--- src/rtl/lsu_pkg.sv ---
// rtl/lsu_pkg.sv - shared constants and FSM state type for the load/store data-memory controller
package lsu_pkg;

    localparam int LSU_ADDR_W = 32;
    localparam int LSU_DATA_W = 32;
    localparam int LSU_IMM_W  = 16;
    localparam int LSU_DEPTH  = 1024;

    typedef enum logic [1:0] {
        ST_IDLE   = 2'd0,
        ST_ACCESS = 2'd1,
        ST_RESP   = 2'd2
    } lsu_state_e;

endpackage

--- src/rtl/lsu_agen.sv ---
// rtl/lsu_agen.sv - effective address generator: base + sign-extended offset, with range flag
import lsu_pkg::*;

module lsu_agen #(
    parameter int ADDR_W = LSU_ADDR_W,
    parameter int IMM_W  = LSU_IMM_W,
    parameter int DEPTH  = LSU_DEPTH
) (
    input  logic [ADDR_W-1:0] i_base,
    input  logic [IMM_W-1:0]  i_imm,
    output logic [ADDR_W-1:0] o_ea,
    output logic              o_out_of_range
);

    logic [ADDR_W-1:0] w_imm_sext;

    // Sign-extend the offset; the add wraps silently modulo 2^ADDR_W.
    always_comb begin
        w_imm_sext     = {{(ADDR_W-IMM_W){i_imm[IMM_W-1]}}, i_imm};
        o_ea           = i_base + w_imm_sext;
        o_out_of_range = (o_ea >= ADDR_W'(DEPTH));
    end

endmodule

--- src/rtl/lsu_dmem_ctrl.sv ---
// rtl/lsu_dmem_ctrl.sv - LSU data-memory initiator (IDLE/ACCESS/RESP); LSU_BOUNDS_CHECK_EN enables EA range fault
import lsu_pkg::*;

module lsu_dmem_ctrl #(
    parameter int ADDR_W = LSU_ADDR_W,
    parameter int DATA_W = LSU_DATA_W,
    parameter int IMM_W  = LSU_IMM_W,
    parameter int DEPTH  = LSU_DEPTH
) (
    input  logic              clk,
    input  logic              reset,
    input  logic              req_valid,
    output logic              req_ready,
    input  logic              req_is_store,
    input  logic [ADDR_W-1:0] req_base,
    input  logic [IMM_W-1:0]  req_imm,
    input  logic [DATA_W-1:0] req_wdata,
    output logic              rsp_valid,
    input  logic              rsp_ready,
    output logic [DATA_W-1:0] rsp_rdata,
    output logic              rsp_err,
    output logic              mem_write,
    output logic              mem_read,
    output logic [ADDR_W-1:0] mem_addr,
    output logic [DATA_W-1:0] mem_din,
    input  logic [DATA_W-1:0] mem_dout
);

    lsu_state_e        r_state;
    lsu_state_e        w_state_nxt;

    logic [ADDR_W-1:0] r_ea;
    logic              r_is_store;
    logic [DATA_W-1:0] r_wdata;
    logic              r_oor;
    logic [DATA_W-1:0] r_rdata;
    logic              r_err;

    logic [ADDR_W-1:0] w_ea;
    logic              w_oor;
    logic              w_accept;
    logic              w_block;

    lsu_agen #(
        .ADDR_W (ADDR_W),
        .IMM_W  (IMM_W),
        .DEPTH  (DEPTH)
    ) u_agen (
        .i_base         (req_base),
        .i_imm          (req_imm),
        .o_ea           (w_ea),
        .o_out_of_range (w_oor)
    );

    assign w_accept = (r_state == ST_IDLE) && req_valid;

`ifdef LSU_BOUNDS_CHECK_EN
    // An out-of-range request still spends its ACCESS cycle but never strobes memory.
    assign w_block = r_oor;
`else
    // No checking: upper EA bits simply alias inside the memory.
    logic w_unused_oor;
    assign w_unused_oor = r_oor;
    assign w_block      = 1'b0;
`endif

    // State register; reset drops any in-flight request.
    always_ff @(posedge clk or negedge reset) begin
        if (!reset) r_state <= ST_IDLE;
        else        r_state <= w_state_nxt;
    end

    // Next state: one ACCESS cycle per request, RESP waits for the consumer.
    always_comb begin
        w_state_nxt = r_state;
        case (r_state)
            ST_IDLE:   if (req_valid) w_state_nxt = ST_ACCESS;
            ST_ACCESS: w_state_nxt = ST_RESP;
            ST_RESP:   if (rsp_ready) w_state_nxt = ST_IDLE;
            default:   w_state_nxt = ST_IDLE;
        endcase
    end

    // Latch the request at acceptance; memory address/data hold these values until the next accept.
    always_ff @(posedge clk or negedge reset) begin
        if (!reset) begin
            r_ea       <= '0;
            r_is_store <= 1'b0;
            r_wdata    <= '0;
            r_oor      <= 1'b0;
        end else if (w_accept) begin
            r_ea       <= w_ea;
            r_is_store <= req_is_store;
            r_wdata    <= req_wdata;
            r_oor      <= w_oor;
        end
    end

    // Capture the response at the closing edge of ACCESS; stores and faults return zero data.
    always_ff @(posedge clk or negedge reset) begin
        if (!reset) begin
            r_rdata <= '0;
            r_err   <= 1'b0;
        end else if (r_state == ST_ACCESS) begin
            r_rdata <= (!r_is_store && !w_block) ? mem_dout : '0;
            r_err   <= w_block;
        end
    end

    // Outputs decoded from state; strobes exist only in ACCESS and are mutually exclusive.
    always_comb begin
        req_ready = 1'b0;
        rsp_valid = 1'b0;
        mem_write = 1'b0;
        mem_read  = 1'b0;
        case (r_state)
            ST_IDLE:   req_ready = 1'b1;
            ST_ACCESS: begin
                mem_write = r_is_store  && !w_block;
                mem_read  = !r_is_store && !w_block;
            end
            ST_RESP:   rsp_valid = 1'b1;
            default:   req_ready = 1'b0;
        endcase
    end

    assign mem_addr  = r_ea;
    assign mem_din   = r_wdata;
    assign rsp_rdata = r_rdata;
    assign rsp_err   = r_err;

endmodule
--- config.mk ---
export PLATFORM = sky130hd
export DESIGN_NAME = lsu_dmem_ctrl
export DESIGN_NICKNAME = d
export VERILOG_FILES = /design/src/rtl/lsu_pkg.sv /design/src/rtl/lsu_agen.sv /design/src/rtl/lsu_dmem_ctrl.sv
export SDC_FILE = /design/constraint.sdc
export NUM_CORES = 1
export LEC_CHECK = 0
export CAP_MARGIN = 25
export CORE_MARGIN = 3
export CORE_UTILIZATION = 40
export DETAILED_ROUTE_END_ITERATION = 16
export PLACE_DENSITY = 0.75
export SYNTH_ARGS = -nofsm -noshare
export SYNTH_HDL_FRONTEND = slang
export SYNTH_SLANG_ARGS = --single-unit
export TNS_END_PERCENT = 5
--- constraint.sdc ---
create_clock -name clk -period 1.7 [get_ports clk]
set_input_delay 0.425 -clock clk [delete_from_list [all_inputs] [get_ports clk]]
set_output_delay 0.425 -clock clk [all_outputs]
set_load 0.01 [all_outputs]
# == Word level (Yosys, flattened, before mapping) ==
# Index checks and enable logic that the tools add are counted.
# word_totals
out_inout_bits,101
memories,0
latch_bits,0
mem_bits_rw,0
register_bits,99
romBits,0
# op_classes
n_eq_ne,4
div,0
n_shift,0
mul,0
n_bitwise,0
n_mux,8
order_cmp,0
addsub,1
reduce_logical,4
# ops
operator,n
32-bit adder,1
32-bit 2-to-1 mux,1
2-bit case mux with 3 select lines,1
1-bit 2-to-1 mux,4
2-bit 2-to-1 mux,2
2-bit inequality test (second input constant),2
2-bit by 1-bit == test with 1-bit output (second input constant),1
2-bit == test (second input constant),1
2-bit logical NOT,1
2-bit AND reduction,1
1-bit logical AND,1
1-bit logical NOT,1

# == Depth between registers and ports, before layout ==
# logic_depth
word_depth,3
depth_mapped,10

# == Cells and area by module ==
# Synthesis repeated with hierarchy kept, for this count alone.
# hier_totals
cells_unflattened,540
hier_area_um2,5935.7
# by_module_without_submodules
mod,seq_area_each_um2,n_inst,cells_per_inst,area_each_um2
lsu_dmem_ctrl,2477.4,1,253,3958.8
lsu_agen,0.0,1,287,1976.9

# == Least setup slack after synthesis ==
# OpenSTA, ideal clock, no wires.
# synth_path
path_kind,input-to-reg
start,in req_base[0]
end,reg r_ea[30] (netlist: mem_addr[30])
slack_ps,-1075
n_path_buf,0
setup_time_ps,95
path_stages,10
arrival_time_ps,2679
path_cell_list,ha_1 > fa_1 > a21oi_2 > and4b_1 > o211ai_2 > o211ai_2 > a2111oi_2 > nor3_1 > o21a_1 > o31ai_1
# synth_via
elab_chain_cells,1
# synth_lines
element,line,source
start: declaration,lsu_dmem_ctrl.sv:15,"input logic [ADDR_W-1:0] req_base,"
32-bit adder,lsu_agen.sv:20,o_ea = i_base + w_imm_sext;
end signal: assignment,lsu_dmem_ctrl.sv:92,r_ea <= w_ea;
end: declaration,lsu_dmem_ctrl.sv:32,logic [ADDR_W-1:0] r_ea;
# No other way between the ends.
# A chain may end at the register's enable or synchronous reset.

# == Worst setup path in the final report ==
# layout_path
start,in req_imm[0]
end,reg r_ea[22] (netlist: mem_addr[22])
# layout_via
elab_chain_cells,1
# layout_lines
element,line,source
start: declaration,lsu_dmem_ctrl.sv:16,"input logic [IMM_W-1:0] req_imm,"
32-bit adder,lsu_agen.sv:20,
# No other way between the ends.

==> flow_summary_export.csv <==
group,metric,value,unit
finish,fin_util,0.718,
drt,first_pass_iters,5,
global_routing,overflow,0,
outcome,outcome,"finished, violations left",
power,power.total,12.8,mW
logic_synthesis,synth_flop_cell,"dfrtp_1",
clocking,htree_levels,3,
floorplan,fp.dieW,123,µm
drt,wl_per_cell,16.4,µm
sta,worstMarginPinSlew,0.530,ns
floorplan,die_h,123,µm
sta,fin_crit_sh,1.40,
logic_synthesis,synth_nets,785,
finish,fin_cells,1118,
sta,drv_slew,0,
logic_synthesis,syn_inst,636,
sta,hold_viol_final,0,
global_routing,grt_use_total,0.237,
floorplan,coreArea,0.0129,mm²
clocking,cts_tree,"yes",
logic_synthesis,synthArstFlopShare,1.00,
drt,remaining_drc_errors,0,
critical_path,cp-start-kind,"input pin",
clocking,clk_pin_slew,0.07,ns
power,irDropWorstVdd,654,µV
clocking,clkLatencyLatePin,0.34,ns
outcome,violations,"setup timing",
job,maxCapViolCount,0,
logic_synthesis,ys_seq_area_frac,0.456,
critical_path,required,1.92,ns
finish,layout.nets,1091,
place,placed_cells,1092,
drt,drtIter0Drc,363,
sta,rsz0062_at_grt,"yes",
clocking,clock_sinks,99,
power,p_leak,4.47,nW
critical_path,arrival,2.61,ns
finish,areaGrowthSynthToFinish,71.0,%
floorplan,start_util,0.420,
floorplan,rows,41,
finish,drive_gt1_frac,0.211,
global_routing,first_global_vias,5783,
sta,timing.final.ws_setup,-0.688,ns
finish,final_cell_mix,"213 x nand2_1, 166 x clkdlybuf4s50_1, 108 x buf_4",
place,place_worst_setup_slack,-1.47,ns
critical_path,cp_max_fo,4,
finish,final_common_cell,"nand2_1",
place,placed_area,0.00850,mm²
critical_path,rr_endpoint,"mem_addr[29]$_DFFE_PN0P_",
logic_synthesis,synth_area_per_cell,8.54,µm²
sta,max_freq,0.419,GHz
finish,design_area,0.00928,mm²
critical_path,end_kind,"flop",
global_routing,grt_max_degree,100,
clocking,root_buffer,"clkbuf_16",
global_routing,antenna_found_initial,0,
power,powerDensity,1380,mW/mm²
place,finalWeightedCongestion,0.882,
sta,fin_crit,2.39,ns
global_routing,grt_pass1_wl,28300,µm
logic_synthesis,synthesis.area,0.00543,mm²
sta,finalSetupViolCount,26,
clocking,cts_buffer_depth,2,
critical_path,worst_r2r_path_depth,7,
floorplan,ios,218,
floorplan,dieArea,0.0150,mm²
place,io_buffer_count,216,
critical_path,r2r_slack,0.30,ns
finish,antenna_cells,0,
logic_synthesis,synth_edf_count,0,
place,dpl.hpwl,13100,µm
drt,routed_via_density,5.17,
critical_path,worstReg2RegStart,"r_state[1]$_DFFE_PN0P_",
worst_hold_path,min_path_type,"input pin to async pin",
drt,drt_wl_total,18400,µm
sta,slew_headroom,0.646,
sta,clock_skew,0.00540,ns
drt,num_vias,5777,
clocking,cts_made_buffers,9,
drt,ant_nets,0,
logic_synthesis,ys_types,50,
critical_path,criticalPathCategory,"input pin to flop",
logic_synthesis,yosysWarnings,0,
logic_synthesis,synth-seq-cells,99,
worst max-delay path by stage:
stage,startpoint,endpoint,slack [ns],cells after the start
6_report,req_imm[0],mem_addr[22]$_DFFE_PN0P_,-0.69,12
3_3_place_gp,req_base[0],mem_addr[30]$_DFFE_PN0P_,-1.39,11
4_1_cts,req_imm[0],mem_addr[22]$_DFFE_PN0P_,-0.74,12
3_5_place_dp,req_base[0],mem_addr[30]$_DFFE_PN0P_,-1.47,11
2_1_floorplan,req_base[0],mem_addr[30]$_DFFE_PN0P_,-0.77,10
5_1_grt,req_imm[0],mem_addr[22]$_DFFE_PN0P_,-0.79,12
cell type report:
class,count,area [µm²]
repair buffers,330,3040
fillers,956,3640
clock buffers,10,239
multi-input cells,492,3190
inverters,10,37.5
clock inverters,5,86.3
well taps,172,215
flip-flops and latches,99,2480
logic make-up (layout without fill, tap and decap cells):
family / Yosys count / in the layout / share of synthesized area
AND/OR/NAND/NOR: 267 / 267 / 0.198
XOR/XNOR: 27 / 27 / 0.0436
AO/OA/AOI/OAI: 165 / 165 / 0.194
other: 1 / 1 / 0.000691
buffers and inverters: 45 / 355 / 0.0318
flip-flops: 99 / 99 / 0.456
adder cells (fa/ha/maj): 32 / 32 / 0.0751
sequential cells by signal, summed over array words and instances, names as in the netlist:
signal and flops:
mem_addr 32, mem_din 32, rsp_rdata 32, r_state 2, r_is_store 1
report_power, final:
group	internal (mW)	switching [mW]	total (mW)	leakage [nW]
clock	1.33	0.897	2.23	0.159
sequential	3.52	0.648	4.17	1.24
combinational	3.26	3.13	6.39	3.07
total	8.12	4.67	12.8	4.47
cell usage after synthesis (6+ instances only):
library cell	count	area, µm²
a21o_1	25	188
a21oi_1	24	120
a31oi_1	6	37.5
clkbuf_1	34	128
dfrtp_1	99	2480
ha_1	31	388
inv_1	8	30.0
nand2_1	217	815
nand3_1	8	40.0
nor2_1	19	71.3
o21ai_0	47	235
o21ai_1	23	115
xnor2_1	14	123
xor2_1	13	114
stage by stage:
step | hold WS (ns) | TNS [ns]
floorplan | 0.129 | -9.59
global placement | 0.457 | -29.34
detailed placement | 0.463 | -30.25
CTS | 0.162 | -12.80
global route | 0.166 | -15.10
finish | 0.125 | -12.40
routing by layer:
layer | track usage | share of wire | routed length (µm) | up-vias
met3 | 0.0475 | 0.070 | 1290 | 35
met4 | 0.0896 | 0.025 | 452 | 0
met5 | 0 | 0 | 0 | -
li1 | - | - | - | 2770
met2 | 0.424 | 0.51 | 9320 | 216
met1 | 0.281 | 0.40 | 7320 | 2756
critical path, cell delays in order:
cell       delay, ns
buf_6           0.10
ha_4            0.15
fa_2            0.35
a21oi_2         0.15
and4b_1         0.24
o211ai_2        0.23
o211ai_2        0.16
a2111oi_4       0.38
buf_4           0.18
nor2_2          0.04
xnor2_1         0.14
o21ai_1         0.07
what timing repair did:
action | in CTS | in global routing
buffers inserted | 7 | 4
hold buffers | 0 | 0
setup endpoints to repair | 52 | 68
gates resized for setup | 108 | 26
pin swaps | 30 | 18
(Power assumes the default switching activity.)
